### config.mk
export PLATFORM = sky130hd
export DESIGN_NAME = key_entry_seq
export DESIGN_NICKNAME = d
export VERILOG_FILES = /design/src/rtl/key_entry_seq.sv
export SDC_FILE = /design/constraint.sdc
export NUM_CORES = 1
export LEC_CHECK = 0
export BUFFER_PORTS_ARGS = -buffer_cell sky130_fd_sc_hd__clkbuf_2
export CELL_PAD_IN_SITES_DETAIL_PLACEMENT = 1
export CELL_PAD_IN_SITES_GLOBAL_PLACEMENT = 2
export CORE_UTILIZATION = 33
export CTS_BUF_LIST = sky130_fd_sc_hd__clkbuf_16
export CTS_CLUSTER_DIAMETER = 100
export DETAILED_ROUTE_END_ITERATION = 6
export PLACE_DENSITY = 0.76
export SETUP_SLACK_MARGIN = 0.05
export SLEW_MARGIN = 5
export SYNTH_ARGS = -nofsm -noshare
export SYNTH_HDL_FRONTEND = slang
export SYNTH_SLANG_ARGS = --single-unit
### constraint.sdc
create_clock -name clock -period 2.58 [get_ports clock]
set_clock_uncertainty 0.2 [all_clocks]
set_input_delay 0.129 -clock clock [delete_from_list [all_inputs] [get_ports clock]]
set_output_delay 0.129 -clock clock [all_outputs]
set_load 0.05 [all_outputs]
### src/rtl/key_entry_seq.sv
// Keypad digit entry buffer with display refresh sequencer.
// Collects up to NDIG BCD digits from a keypad, supports backspace and clear,
// and after every buffer-affecting key (and after reset) streams all digit
// positions to a display, rightmost first, one per cycle.

module key_entry_seq #(
  parameter int NDIG = 8
) (
  input  logic                  clock,
  input  logic                  reset,
  input  logic                  key_valid,
  input  logic [3:0]            key_code,
  output logic                  key_ready,
  output logic                  wr_valid,
  output logic [3:0]            wr_pos,
  output logic [3:0]            wr_dig,
  output logic [3:0]            count,
  output logic [4*NDIG-1:0]     value,
  output logic                  overflow
);

  localparam logic [0:0] IDLE    = 1'b0;
  localparam logic [0:0] REFRESH = 1'b1;

  localparam logic [3:0] LAST_POS   = 4'(NDIG - 1);
  localparam logic [3:0] FULL_COUNT = 4'(NDIG);

  localparam logic [3:0] CODE_MAX_DIGIT = 4'd9;
  localparam logic [3:0] CODE_BACKSPACE = 4'd10;
  localparam logic [3:0] CODE_CLEAR     = 4'd11;

  logic [0:0]          state_q, state_d;
  logic [4*NDIG-1:0]   value_q, value_d;
  logic [3:0]          count_q, count_d;
  logic                overflow_q, overflow_d;
  logic                wr_valid_q, wr_valid_d;
  logic [3:0]          wr_pos_q, wr_pos_d;
  logic [3:0]          wr_dig_q, wr_dig_d;
  logic                key_ready_q, key_ready_d;

  logic                accept;
  logic                start_refresh;
  logic [2:0]          next_pos;

  // Next-state logic: key handling in IDLE, position stepping in REFRESH.
  // A REFRESH entered with wr_valid low is the post-reset refresh that has
  // not yet emitted its first write.
  always_comb begin
    state_d       = state_q;
    value_d       = value_q;
    count_d       = count_q;
    overflow_d    = 1'b0;
    wr_valid_d    = 1'b0;
    wr_pos_d      = 4'd0;
    wr_dig_d      = 4'd0;
    start_refresh = 1'b0;
    next_pos      = wr_pos_q[2:0] + 3'd1;
    accept        = key_valid && key_ready_q;

    case (state_q)
      IDLE: begin
        if (accept) begin
          if (key_code <= CODE_MAX_DIGIT) begin
            if (count_q != FULL_COUNT) begin
              value_d = {value_q[4*NDIG-5:0], key_code};
              count_d = count_q + 4'd1;
            end else begin
              overflow_d = 1'b1;
            end
            start_refresh = 1'b1;
          end else if (key_code == CODE_BACKSPACE) begin
            if (count_q != 4'd0) begin
              value_d = {4'h0, value_q[4*NDIG-1:4]};
              count_d = count_q - 4'd1;
            end
            start_refresh = 1'b1;
          end else if (key_code == CODE_CLEAR) begin
            value_d       = '0;
            count_d       = 4'd0;
            start_refresh = 1'b1;
          end
        end
      end

      REFRESH: begin
        if (!wr_valid_q) begin
          start_refresh = 1'b1;
        end else if (wr_pos_q == LAST_POS) begin
          state_d = IDLE;
        end else begin
          wr_valid_d = 1'b1;
          wr_pos_d   = {1'b0, next_pos};
          wr_dig_d   = value_q[{next_pos, 2'b00} +: 4];
        end
      end

      default: begin
        state_d = IDLE;
      end
    endcase

    if (start_refresh) begin
      state_d    = REFRESH;
      wr_valid_d = 1'b1;
      wr_pos_d   = 4'd0;
      wr_dig_d   = value_d[3:0];
    end

    key_ready_d = (state_d == IDLE);
  end

  // Register all state and outputs; reset parks the sequencer at the start
  // of a refresh with no write pending.
  always_ff @(posedge clock) begin
    if (reset) begin
      state_q     <= REFRESH;
      value_q     <= '0;
      count_q     <= 4'd0;
      overflow_q  <= 1'b0;
      wr_valid_q  <= 1'b0;
      wr_pos_q    <= 4'd0;
      wr_dig_q    <= 4'd0;
      key_ready_q <= 1'b0;
    end else begin
      state_q     <= state_d;
      value_q     <= value_d;
      count_q     <= count_d;
      overflow_q  <= overflow_d;
      wr_valid_q  <= wr_valid_d;
      wr_pos_q    <= wr_pos_d;
      wr_dig_q    <= wr_dig_d;
      key_ready_q <= key_ready_d;
    end
  end

  assign key_ready = key_ready_q;
  assign wr_valid  = wr_valid_q;
  assign wr_pos    = wr_pos_q;
  assign wr_dig    = wr_dig_q;
  assign count     = count_q;
  assign value     = value_q;
  assign overflow  = overflow_q;

endmodule

Word level (Yosys, flattened, before mapping)

Index checks and enable logic that the tools add are counted.

Memory bits (writable): 0
Word-level logic and storage cells: 63
ROM bits: 0
Bits in latches: 0
Flip-flop bits (word level): 48
Memories: 0

Multiplexer cells: 30
Bitwise operators: 5
Div/mod/pow operators: 0
Shift operators: 1
$lt $le $gt $ge: 1
Reductions and logical operators: 7
Eq/ne operators: 6
Add/subtract/negate cells: 3
Multipliers: 0

Operators with widths:

| cell                                                                   | number |
|---|---|
| 32-bit two-way mux                                                     | 5 |
| 4-bit two-way mux                                                      | 11 |
| 32-bit by 6-bit indexed part select with 4-bit output                  | 1 |
| 1-bit two-way mux                                                      | 13 |
| 4-bit equality test (second input constant)                            | 2 |
| 4-bit OR reduction                                                     | 2 |
| 1-bit NOT                                                              | 5 |
| 5-bit AND reduction                                                    | 1 |
| 5-bit OR reduction                                                     | 1 |
| 4-bit by 1-bit adder with 4-bit output (second input constant)         | 1 |
| 4-bit by 3-bit equality test with 1-bit output (second input constant) | 1 |
| 4-bit <= comparator (second input constant)                            | 1 |
| 4-bit != test (second input constant)                                  | 1 |
| 4-bit nonzero test                                                     | 1 |
| 4-bit by 1-bit subtractor with 4-bit output (second input constant)    | 1 |
| 3-bit by 1-bit adder with 3-bit output (second input constant)         | 1 |
| 3-bit by 2-bit != test with 1-bit output (second input constant)       | 1 |
| 3-bit nonzero test                                                     | 1 |
| 2-bit by 1-bit != test with 1-bit output (second input constant)       | 1 |
| 1-bit one-hot mux with 2 select lines                                  | 1 |
| 1-bit logical AND                                                      | 1 |

Depth between registers and ports, before layout

Depth after elaboration: 8
Mapped depth: 8

Worst setup path before layout

OpenSTA, ideal clock, no wires.

Path type: register to register
From: reg count_q[0] (netlist: count[0])
To: reg wr_dig_q[3] (netlist: wr_dig[3])
Arrival: 2.127 ns
Setup slack: 0.121 ns
Required time: 2.248 ns
Cell stages (with the launch flop): 7
Period minus slack after synthesis: 2.459 ns
Cell sequence: dfxtp_1 > inv_1 > ha_1 > nor3b_4 > a2111o_1 > a221oi_1 > o32ai_1

Longest elaborated chain between the ends: 7
Elaborated cells between the ends (all ways): 9
Those cells by class: 1 x eq/ne; 7 x mux; 1 x reduce/logical

Ends and longest elaborated chain:

| element                | line | source |
|---|---|---|
| start, declared        | 34   | `logic [3:0] count_q, count_d;` |
| start signal, assigned | 127  | `count_q <= count_d;` |
| 4-bit nonzero test     | 72   | `if (count_q != 4'd0) begin` |
| 32-bit two-way mux     | 72   |  |
| 32-bit two-way mux     | 71   | `end else if (key_code == CODE_BACKSPACE) begin` |
| 32-bit two-way mux *   | 63   | `if (key_code <= CODE_MAX_DIGIT) begin` |
| 4-bit two-way mux *    | 62   | `if (accept) begin` |
| 4-bit two-way mux *    | 60   | `case (state_q)` |
| 4-bit two-way mux *    | 102  | `if (start_refresh) begin` |
| end signal, assigned   | 131  | `wr_dig_q <= wr_dig_d;` |
| end, declared          | 38   | `logic [3:0] wr_dig_q, wr_dig_d;` |

Mark *: on every way between the ends. The rest lies on a longest branch, timed or not. The select of a mux whose other input is x is not followed.
A chain may end at the register's enable or synchronous reset.

Worst setup path after layout

From: reg wr_pos_q[1] (netlist: wr_pos[1])
To: reg wr_dig_q[1] (netlist: wr_dig[1])

Longest elaborated chain between the ends: 6
Elaborated cells between the ends (all ways): 7
Those cells by class: 1 x add/sub; 1 x eq/ne; 1 x shift; 4 x mux

Ends and longest elaborated chain:

| element                                               | line | source |
|---|---|---|
| start, declared                                       | 37   | `logic [3:0] wr_pos_q, wr_pos_d;` |
| start signal, assigned                                | 130  | `wr_pos_q <= wr_pos_d;` |
| 3-bit by 1-bit adder with 3-bit output                | 57   | `next_pos = wr_pos_q[2:0] + 3'd1;` |
| net next_pos[1]                                       | 43   | `logic [2:0] next_pos;` |
| 32-bit by 6-bit indexed part select with 4-bit output | 93   | `wr_dig_d = value_q[{next_pos, 2'b00} +: 4];` |
| 4-bit two-way mux                                     | 88   | `end else if (wr_pos_q == LAST_POS) begin` |
| 4-bit two-way mux                                     | 86   | `if (!wr_valid_q) begin` |
| 4-bit two-way mux                                     | 60   |  |
| 4-bit two-way mux                                     | 102  |  |

The timed path passes the listed nets, and every way through them passes these cells.

==> results.tsv <==
metric	value	unit
outcome	complete, no violations	
Die W	88.8	um
Buf/Inv on CP	0	
Crit Path Max Fanout	8	
Wirelength per Cell	19.6	um
Hold Crit Start	reset	
setup bufs post-CTS	0	
Core Rows	31	
CP max-delay cell	mux4_2	
H-tree depth	2	
Final nets	321	
Critical Path End Type	register	
worst r2r path cells	4	
most used flip-flop cell after synthesis	dfxtp_1	
Final Hold Viols	0	
Worst-Skew Late Latency	0.28	ns
CTS tree	yes	
share of cells above drive strength 1	0.300	
Critical Path AT	2.22	ns
Hold WS	0.0527	ns
clock sinks	47	
num ports	54	
Worst path depth	4	
Starting Density	0.342	
Post-CTS Resized	0	
post-layout min period	2.24	ns
Worst Path Class, Setup	register to register	
post-synth top area cell	dfxtp_1	
origin of the critical flop-to-flop path	wr_pos[1]	
period utilisation layout	0.868	
Unique masters post-synth	48	
Setup Slack @ Placement	0.306	ns
Hold EP	wr_pos[1]	
ANT cells	0	
post-synthesis cell count	258	
Synth top area share	0.379	
FFs w/ async S/R, synth	0	
synth warn	0	
Static Leakage	1.11	nW
drc violations	0	
hold crit path type	primary input to register	
root buf cell	clkbuf_16	
Vert. Die Dim	88.8	um
PD cells	489	mW/mm^2
gr ovfl total	0	
Mapped Area	0.00248	mm^2
largest net degree at the start of global routing	32	
critical path launch point type	register	
max_slew headroom	0.511	
fin cells	409	
max cap viols	0	
initial antenna violation count	0	
Max Fclk	0.446	GHz
endpoints failing setup	0	
Placed Instances	401	
CTS Hold Bufs	0	
first-pass GRT wire length	12.6	mm
Slew Limit Fails	0	
drt initial violations	194	
die area	0.00788	mm^2
main area contributors after synthesis	dfxtp_1 (38%), a21oi_1 (8.1%), a211oi_1 (7.9%)	
peak supply drop	242	uV
drt first pass iters	4	
setup_tns	0	ns
worst-margin pin slew	0.732	ns
delay-heaviest family, CP	multiplexers	
Critical Path Max Stage Delay	0.57	ns
post-DP HPWL	5.51	mm
Final Worst Setup Slack	0.339	ns
CORE AREA	0.00725	mm^2
CTS Buffer Depth	2	
WL final	8.03	mm
worst path cell trace	ha_1 > mux4_2 > a22o_1 > a221o_1	
r2r endpoint	wr_dig[1]	
via/cell ratio	5.93	
number of flops mapped to enable cells by yosys	0	
syn_nets	270	
# port buffers	52	
vias in the first global route	2246	
ANT nets after route	0	
overall routing resource usage	0.213	
via count	2424	
Seq/Total Area, Yosys	0.379	
hold path cells	3	
Seq cells post-synth	47	
CTS clock-pin slew for the worst setup and hold paths	0.07	ns
Critical Path RT	2.56	ns
r2r setup slk	0.34	ns
area grow syn2layout	21.7	%
CTS Buf Count	5	
fill cell total of the finished layout	874	
routability cong.	0.833	
syn_area_per_cell	9.63	um^2
RSZ-0062 raised after global routing	no	
final core utilization	0.417	
[cell type report]
| class | count | area (um^2) | area share |
|---|---|---|---|
| sequential | 47 | 941 | 0.311 |
| clock inverter | 3 | 20.0 | 0.00663 |
| clock buffer | 5 | 125 | 0.0414 |
| tap | 99 | 124 | 0.0410 |
| inverter | 5 | 18.8 | 0.00621 |
| multi-input combinational | 182 | 1400 | 0.463 |
| timing repair buffer | 68 | 393 | 0.130 |
[tightest hold or removal path, stage by stage]
cell      delay [ns]
clkbuf_2        0.11
nor4bb_1        0.08
and2_1          0.17
[per-layer routing]
| metal | GRT usage | share of wire |
|---|---|---|
| met3 | 0.0280 | 0.030 |
| met1 | 0.318 | 0.49 |
| met2 | 0.324 | 0.47 |
| met5 | 0 | 0 |
| met4 | 0.0513 | 0.0039 |
[worst max path at each step]
stage / to / start
after global placement: wr_dig[0] / wr_pos[0]
after floorplan: wr_dig[3] / count[0]
after CTS: wr_dig[1] / wr_pos[1]
final: wr_dig[1] / wr_pos[1]
after detailed placement: wr_dig[1] / wr_pos[1]
after global routing: wr_dig[1] / wr_pos[1]
[sequential cells by signal, indices dropped and copies added (netlist names)]
signal and cells:
wr_valid 1, value 32, key_ready 1, overflow 1, state_q 1, count 4, wr_dig 4, wr_pos 3
[metrics by stage]
stage	total power, W	area (um^2)
after detailed placement	0.000858	2880
final	0.00148	3020
after global routing	0.00153	3020
after CTS	0.00149	3020
after floorplan	0.000822	2480
after global placement	0.000857	2880
[placed cells by master (no fill, tap or decap), types with 4 or more instances in the layout]
cell / count
nand2_1: 4
dfxtp_1: 47
nor3b_1: 5
nand4_1: 4
buf_4: 15
a211oi_1: 26
clkbuf_16: 5
a21oi_1: 39
a22o_1: 5
ha_1: 5
mux4_2: 8
clkbuf_2: 52
a22oi_1: 24
inv_1: 5
o21ai_0: 14
nor2_1: 4
[synthesized netlist by cell type, types with 4 or more instances]
master	number
nor2_1	4
inv_1	5
buf_2	9
a22o_1	5
clkbuf_1	10
nand2_1	4
ha_1	5
o21ai_0	14
dfxtp_1	47
a22oi_1	24
a211oi_1	26
nor3b_1	5
a21oi_1	40
nand4_1	4
mux4_2	8
[power breakdown]
part / leakage, nW / switching [W] / internal, W
logic: 0.667 / 0.0000753 / 0.0000362
registers: 0.379 / 0.00000182 / 0.000727
clock network: 0.0674 / 0.000280 / 0.000358
total: 1.11 / 0.000357 / 0.00112
[cells by family after synthesis]
kind of cell,Yosys count,synth area share
buffers and inverters,29,0.0589
other,1,0.00151
adder cells (fa/ha/maj),5,0.0252
multiplexers,9,0.0766
flip-flops,47,0.379
AO/OA/AOI/OAI,126,0.343
AND/OR/NAND/NOR,41,0.116
Power figures use the tool's default switching activity.
